## src/rtl/mlp_io_pkg.sv

```systemverilog
// Shared types and defaults for the MLP sample packer: state encoding,
// default widths and the settle-counter width helper.
package mlp_io_pkg;

  typedef enum logic [1:0] {
    COLLECT = 2'd0,
    SETTLE  = 2'd1,
    RESULT  = 2'd2
  } state_t;

  localparam int DEF_NUM_A         = 4;
  localparam int DEF_WIDTH_A       = 4;
  localparam int DEF_OUTWIDTH      = 2;
  localparam int DEF_SETTLE_CYCLES = 4;

  // Counter must be able to hold SETTLE_CYCLES-1 even for SETTLE_CYCLES==1.
  function automatic int settle_w(input int cycles);
    return $clog2(cycles + 1);
  endfunction

endpackage

```

## src/rtl/mlp_settle_timer.sv

```systemverilog
// Load/decrement down-counter; done is high while the count is zero.
module mlp_settle_timer #(
  parameter int W = 3
) (
  input  logic         clk,
  input  logic         rst_n,
  input  logic         load,
  input  logic [W-1:0] load_val,
  input  logic         dec,
  output logic         done
);

  logic [W-1:0] cnt_r;

  // Counter register: load wins over decrement, saturates at zero.
  always_ff @(posedge clk) begin
    if (!rst_n) begin
      cnt_r <= {W{1'b0}};
    end else if (load) begin
      cnt_r <= load_val;
    end else if (dec && (cnt_r != {W{1'b0}})) begin
      cnt_r <= cnt_r - W'(1);
    end else begin
      cnt_r <= cnt_r;
    end
  end

  assign done = (cnt_r == {W{1'b0}});

endmodule

```

## src/rtl/mlp_sample_packer.sv

```systemverilog
// Packs NUM_A feature beats into the classifier inp bus, waits SETTLE_CYCLES and
// returns the class index. Optional framing check: define MLP_FRAME_CHECK_EN.
module mlp_sample_packer
  import mlp_io_pkg::*;
#(
  parameter int NUM_A         = DEF_NUM_A,
  parameter int WIDTH_A       = DEF_WIDTH_A,
  parameter int OUTWIDTH      = DEF_OUTWIDTH,
  parameter int SETTLE_CYCLES = DEF_SETTLE_CYCLES
) (
  input  logic                     clk,
  input  logic                     rst_n,
  input  logic                     s_valid,
  output logic                     s_ready,
  input  logic [WIDTH_A-1:0]       s_data,
  input  logic                     s_last,
  output logic [NUM_A*WIDTH_A-1:0] inp,
  input  logic [OUTWIDTH-1:0]      cls_out,
  output logic                     m_valid,
  input  logic                     m_ready,
  output logic [OUTWIDTH-1:0]      m_data,
  output logic                     frame_err
);

  localparam int SETTLE_W = settle_w(SETTLE_CYCLES);
  localparam int IDX_W    = (NUM_A > 1) ? $clog2(NUM_A) : 1;

  state_t                     state_r;
  logic [IDX_W-1:0]           idx_r;
  logic [NUM_A*WIDTH_A-1:0]   shadow_r;
  logic [NUM_A*WIDTH_A-1:0]   packed_s;
  logic                       accept_s;
  logic                       last_beat_s;
  logic                       viol_s;
  logic                       load_s;
  logic                       done_s;

  assign s_ready     = (state_r == COLLECT);
  assign accept_s    = s_valid && s_ready;
  assign last_beat_s = (idx_r == IDX_W'(NUM_A - 1));
  assign load_s      = accept_s && last_beat_s && !viol_s;

`ifdef MLP_FRAME_CHECK_EN
  assign viol_s = (s_last != last_beat_s);
`else
  // s_last carries no meaning without the framing check.
  assign viol_s = s_last & 1'b0;
`endif

  // Full sample view: shadow slots with the final beat dropped into the top slot.
  always_comb begin
    packed_s = shadow_r;
    packed_s[(NUM_A-1)*WIDTH_A +: WIDTH_A] = s_data;
  end

  mlp_settle_timer #(
    .W(SETTLE_W)
  ) u_timer (
    .clk      (clk),
    .rst_n    (rst_n),
    .load     (load_s),
    .load_val (SETTLE_W'(SETTLE_CYCLES - 1)),
    .dec      (state_r == SETTLE),
    .done     (done_s)
  );

  // Control FSM with registered datapath outputs.
  always_ff @(posedge clk) begin
    if (!rst_n) begin
      state_r   <= COLLECT;
      idx_r     <= {IDX_W{1'b0}};
      shadow_r  <= {(NUM_A*WIDTH_A){1'b0}};
      inp       <= {(NUM_A*WIDTH_A){1'b0}};
      m_valid   <= 1'b0;
      m_data    <= {OUTWIDTH{1'b0}};
      frame_err <= 1'b0;
    end else begin
      frame_err <= accept_s && viol_s;
      case (state_r)
        COLLECT: begin
          if (accept_s) begin
            if (viol_s) begin
              idx_r <= {IDX_W{1'b0}};
            end else if (last_beat_s) begin
              shadow_r[idx_r*WIDTH_A +: WIDTH_A] <= s_data;
              inp     <= packed_s;
              idx_r   <= {IDX_W{1'b0}};
              state_r <= SETTLE;
            end else begin
              shadow_r[idx_r*WIDTH_A +: WIDTH_A] <= s_data;
              idx_r <= idx_r + IDX_W'(1);
            end
          end
        end
        SETTLE: begin
          if (done_s) begin
            m_data  <= cls_out;
            m_valid <= 1'b1;
            state_r <= RESULT;
          end
        end
        RESULT: begin
          if (m_ready) begin
            m_valid <= 1'b0;
            state_r <= COLLECT;
          end
        end
        default: begin
          state_r <= COLLECT;
          m_valid <= 1'b0;
        end
      endcase
    end
  end

endmodule

```

## config.mk

```make
export PLATFORM = sky130hd
export DESIGN_NAME = mlp_sample_packer
export DESIGN_NICKNAME = d
export VERILOG_FILES = /design/src/rtl/mlp_io_pkg.sv /design/src/rtl/mlp_settle_timer.sv /design/src/rtl/mlp_sample_packer.sv
export SDC_FILE = /design/constraint.sdc
export NUM_CORES = 1
export LEC_CHECK = 0
export CAP_MARGIN = 20
export CORE_MARGIN = 2
export CORE_UTILIZATION = 51
export CTS_CLUSTER_DIAMETER = 120
export DETAILED_ROUTE_END_ITERATION = 10
export GPL_TIMING_DRIVEN = 0
export PLACE_DENSITY = 0.85
export REMOVE_ABC_BUFFERS = 1
export SYNTH_ARGS = -nofsm -noshare
export SYNTH_HDL_FRONTEND = slang
export SYNTH_HIERARCHICAL = 1
export SYNTH_SLANG_ARGS = --single-unit
```

## constraint.sdc

```tcl
create_clock -name clk -period 2.05 [get_ports clk]
set_clock_uncertainty 0.2 [all_clocks]
set_input_delay 0.205 -clock clk [delete_from_list [all_inputs] [get_ports clk]]
set_output_delay 0.205 -clock clk [all_outputs]
set_load 0.01 [all_outputs]
```

## After elaboration in Yosys (flattened, before gate mapping)

Index checks and enable logic that the tools add are counted.

- Bits in registers: 42
- Latch bits: 0
- Bits in writable memories: 0
- Bits in read-only memories: 0
- Input port bits: 11
- Output and inout bits: 21
- Logic and storage cells: 47
- Memories kept: 0

- $add $sub $neg: 3
- Multipliers: 0
- Div/mod/pow operators: 0
- Magnitude comparators: 0
- Equality and inequality tests: 7
- Shift operators: 2
- Muxes and demuxes: 12
- Bitwise operators: 2
- Reduce and logical (&&, ||, !) cells: 13

Operators by type and width:

| kind | count |
|---|---|
| $neg A4 Y34 | 1 |
| $shift A4 B34 Y16 const A | 1 |
| $shiftx A4 B34 Y16 | 1 |
| $bwmux W16 | 1 |
| $mux W2 | 7 |
| $pmux W2 S3 | 1 |
| $reduce_and A3 Y1 | 2 |
| $eq A2 B2 Y1 const B | 2 |
| $ne A2 B1 Y1 const B | 2 |
| $ne A2 B2 Y1 const B | 2 |
| $reduce_and A2 Y1 | 2 |
| $reduce_and A4 Y1 | 1 |
| $logic_and A1 B1 Y1 | 3 |
| $logic_not A3 Y1 | 1 |
| $pmux W1 S3 | 1 |
| $reduce_bool A3 Y1 | 1 |
| $sub A3 B1 Y3 const B | 1 |
| $add A2 B1 Y2 const B | 1 |
| $eq A2 B1 Y1 const B | 1 |
| $logic_not A2 Y1 | 1 |
| $mux W1 | 2 |
| $not A1 Y1 | 2 |
| $reduce_bool A2 Y1 | 1 |
| $reduce_or A2 Y1 | 1 |

## Longest topological paths before layout

- Depth after elaboration: 4
- Mapped depth: 7
- Depth with buffers taken out: 6

## Cells and area by module

Netlist, hierarchy kept.

Modules (own cells, without submodules):

| module | times used | cells each | area an instance (µm²) | seq. area each (µm²) |
|---|---|---|---|---|
| mlp_sample_packer | 1 | 168 | 1521.5 | 700.7 |
| mlp_settle_timer | 1 | 21 | 185.2 | 60.1 |

## Worst setup path after synthesis

No wires, ideal clock.

- Path kind: register -> register
- From: register idx_r[0]
- To: register shadow_r[0]
- Library setup time: 0.076 ns
- Arrival time: 1.584 ns
- Required time: 1.774 ns
- Path slack: 0.190 ns
- Stages on the path, launching flop included: 6
- Buffers on the path: 0
- Period minus slack after synthesis: 1.860 ns
- Cells stage by stage: dfxtp_1 inv_1 ha_1 nor3b_1 nand3_1 a21boi_0

- Cells in the longest elaborated chain, start to end: 3
- Elaborated cells on any way between the ends: 4
- Those cells by class: 1 x add/sub; 2 x shift; 1 x mux

Ends and longest elaborated chain:

| element | line | text |
|---|---|---|
| start, declared | mlp_sample_packer.sv:29 | `logic [IDX_W-1:0] idx_r;` |
| start signal, assigned | mlp_sample_packer.sv:71 | `idx_r <= {IDX_W{1'b0}};` |
| start signal, assigned | mlp_sample_packer.sv:83 | `idx_r <= {IDX_W{1'b0}};` |
| start signal, assigned | mlp_sample_packer.sv:87 | `idx_r <= {IDX_W{1'b0}};` |
| $neg A4 Y34 (*) | mlp_sample_packer.sv:85, mlp_sample_packer.sv:90 |  |
| $shiftx A4 B34 Y16 or $shift A4 B34 Y16 (tied branches) | mlp_sample_packer.sv:85, mlp_sample_packer.sv:90 |  |
| $bwmux W16 (*) | mlp_sample_packer.sv:85, mlp_sample_packer.sv:90 |  |
| end signal, assigned | mlp_sample_packer.sv:72 | `shadow_r <= {(NUM_A*WIDTH_A){1'b0}};` |
| end signal, assigned by index | mlp_sample_packer.sv:85 | `shadow_r[idx_r*WIDTH_A +: WIDTH_A] <= s_data;` |
| end signal, assigned by index | mlp_sample_packer.sv:90 | `shadow_r[idx_r*WIDTH_A +: WIDTH_A] <= s_data;` |
| end, declared | mlp_sample_packer.sv:30 | `logic [NUM_A*WIDTH_A-1:0] shadow_r;` |

Mark *: on every way between the ends. The rest lies on a longest branch, timed or not.
A chain may end at the register's enable or synchronous reset.

## Final worst setup path

- From: register state_r[0]
- To: output s_ready

- Cells in the longest elaborated chain, start to end: 1

Ends and longest elaborated chain:

| element | line | text |
|---|---|---|
| start, declared | mlp_sample_packer.sv:28 | `state_t state_r;` |
| start signal, assigned | mlp_sample_packer.sv:70 | `state_r <= COLLECT;` |
| start signal, assigned | mlp_sample_packer.sv:88 | `state_r <= SETTLE;` |
| start signal, assigned | mlp_sample_packer.sv:99 | `state_r <= RESULT;` |
| $logic_not A2 Y1 | mlp_sample_packer.sv:38 | `assign s_ready = (state_r == COLLECT);` |
| end, declared | mlp_sample_packer.sv:14 | `output logic s_ready,` |

No other way between the ends.

==> out/results.tsv <==
metric	value	unit
status	complete, no violations	
io pins	32	
drt via density	5.01	
count leader, synth	dfxtp_1	
Final Hold Fails	0	
die area	3820	um^2
Critical Path Start Type	flip-flop	
WL final	2.92	mm
grt total ovfl	0	
syn_area_per_cell	9.03	um^2
CTS tree	built	
Async SR Flop Fraction	0	%
synth warn	6	
RSZ-0062 raised after global routing	false	
CP Capture Type	output port	
Clock Tree Root	clkbuf_4	
clock sinks	38	
Synth area leaders	dfxtp_1 45%, nand2_1 7.7%, nand3_1 5.9%	
Power Dens Cells	633	nW/um^2
# H-tree levels	2	
# diodes	0	
input/output buffers	29	
# Max-Cap Violations	0	
Die H	61.8	um
Residual DRC	0	
DRT Pass-1 Iters	4	
fin area	2060	um^2
crit-path max FO	13	
vias	1307	
GP Congestion	0.728	
area leader, netlist	dfxtp_1	
crit path launch	state_r[0]	
final total power	1.30	mW
Syn-to-layout area delta	20.5	%
Final setup viols	0	
core area	3280	um^2
placed cell areas	1970	um^2
Distinct cells, synth	33	
post-synth top area share	44.6	%
Antenna Violating Nets Remaining	0	
Initial DRC Count	70	
worst skew pair latency	0.34	ns
hold-fix buffers at CTS	0	
Lkg Pwr	0.702	nW
FMAX	525	MHz
Synth Register Bits	38	
Post-synth EDFFs	0	
most frequent cells after synthesis	38 x dfxtp_1, 35 x nand2_1, 20 x nand3_1	
WL/cell	11.2	um
hold_sp	inp[15]	
Flop pwr share	58.5	%
vias in the first global route	1041	
Comb pwr share	10.3	%
Synth Flop Type	dfxtp_1	
chip width	61.8	um
total track usage	16.7	%
synthesized area	1710	um^2
initial antenna violation count	0	
Clk pin slew, worst setup/hold paths	0.11	ns
Hold WC Path Type	flip-flop to flip-flop	
Rel. slew slack	41.2	%
reg2reg start	idx_r[0]	
Slew @ Worst Pin	0.882	ns
fin nets	232	
Pint	0.973	mW
Max Slew Vio Count	0	
final period utilization	93.0	%
initial core utilization	52.0	%
flop-to-flop setup slack	0.21	ns
dpl hpwl	1.96	mm
Site Rows	21	
share of cells above drive strength 1	9.77	%
clock power share	31.2	%
Peak supply drop	0.350	mV
Cells after Synth	189	
Max clock buf depth	2	
minimum clock period	1.91	ns
largest net degree at the start of global routing	59	
Sw Ratio	25.3	%
total CTS buffers	5	
Seq/Total Area, Yosys	44.6	%
first-pass GRT wire length	4.66	mm
Crit Path Category	flip-flop to output port	
WP data arrival	1.50	ns
WP data required	1.64	ns
sw power	0.330	mW
## per-stage QoR
step	std cells	setup WS, ns	hold WS, ns	setup TNS, ns	utilization (%)
detailed placement	253	-0.189	0.244	-0.695	60.1
global route	261	0.0513	0.283	0	62.6
floorplan	178	0.190	0.127	0	-
global placement	253	-0.512	0.239	-15.00	60.3
finish	261	0.144	0.254	0	62.6
CTS	261	0.00499	0.259	0	62.3
## area by class of cell
type / instances / area, um^2
Clock buffer: 6 / 51.3
Clock inverter: 2 / 12.5
Fill cell: 297 / 1230
Inverter: 7 / 26.3
Multi-Input combinational cell: 133 / 862
Sequential cell: 38 / 762
Tap cell: 46 / 57.6
Timing Repair Buffer: 29 / 285
## power by group through the flow
stage	Clock (mW)	Combinational, mW	Sequential, mW
after global routing	0.462	0.149	0.764
after floorplan	0	0.0723	0.775
after CTS	0.414	0.127	0.760
after global placement	0	0.123	0.776
after detailed placement	0	0.124	0.777
final	0.407	0.135	0.762
## path summary, 6_finish.rpt
| path | cells after the start | endpoint |
|---|---|---|
| setup / recovery | 2 | s_ready |
| hold / removal | 2 | inp[15] |
| setup reg to reg | 5 | u_timer/cnt_r[2] |
| hold reg to reg | 2 | inp[15] |
## placed cells by master (no fill, tap or decap), drive strengths merged, types with 2 or more instances in the layout
cell type / n
ha: 7
o21ai: 17
nor2: 3
o211ai: 2
and4bb: 4
nand2: 35
dfxtp: 38
mux2i: 4
o22ai: 8
nor2b: 6
a21boi: 7
nor3b: 3
nand4: 2
clkdlybuf4s50: 28
nand3b: 3
conb: 4
inv: 7
clkbuf: 6
a21oi: 2
nand3: 20
## flip-flops by register name, indices dropped and copies added, names as in the netlist
register,count
m_data,2
u_timer/cnt_r,3
m_valid,1
shadow_r,12
idx_r,2
inp,16
state_r,2
## kinds of logic after synthesis
| family | share of synthesized area [%] |
|---|---|
| fa+ha+maj | 5.13 |
| mux | 3.01 |
| other cells | 0.440 |
| buf+inv | 6.38 |
| flops | 44.6 |
| xor+xnor | 0.513 |
| simple gates | 27.0 |
| compound gates | 13.0 |
## per-layer routing
layer	vias to the layer above	share of wire (%)	routed length (um)	GRT usage, %
li1	697	-	-	-
met1	583	50	1480	22.3
met2	20	44	1290	24.2
met3	7	4.1	119	6.21
met4	0	1.3	38	7.29
met5	-	0	0	0
## worst max-delay path, cell delays in order, from the launching register on
cell and delay (ns):
dfxtp_1 0.59, nor2_1 0.09, clkdlybuf4s50_1 0.48
## repair_timing
| item | in CTS | in global routing |
|---|---|---|
| gates resized for setup | 2 | 3 |
| endpoints found under the hold margin | 0 | 0 |
| endpoints found under the setup margin | 6 | 6 |
| setup buffers | 0 | 0 |
No activity file was read; power rests on OpenSTA's default activity.
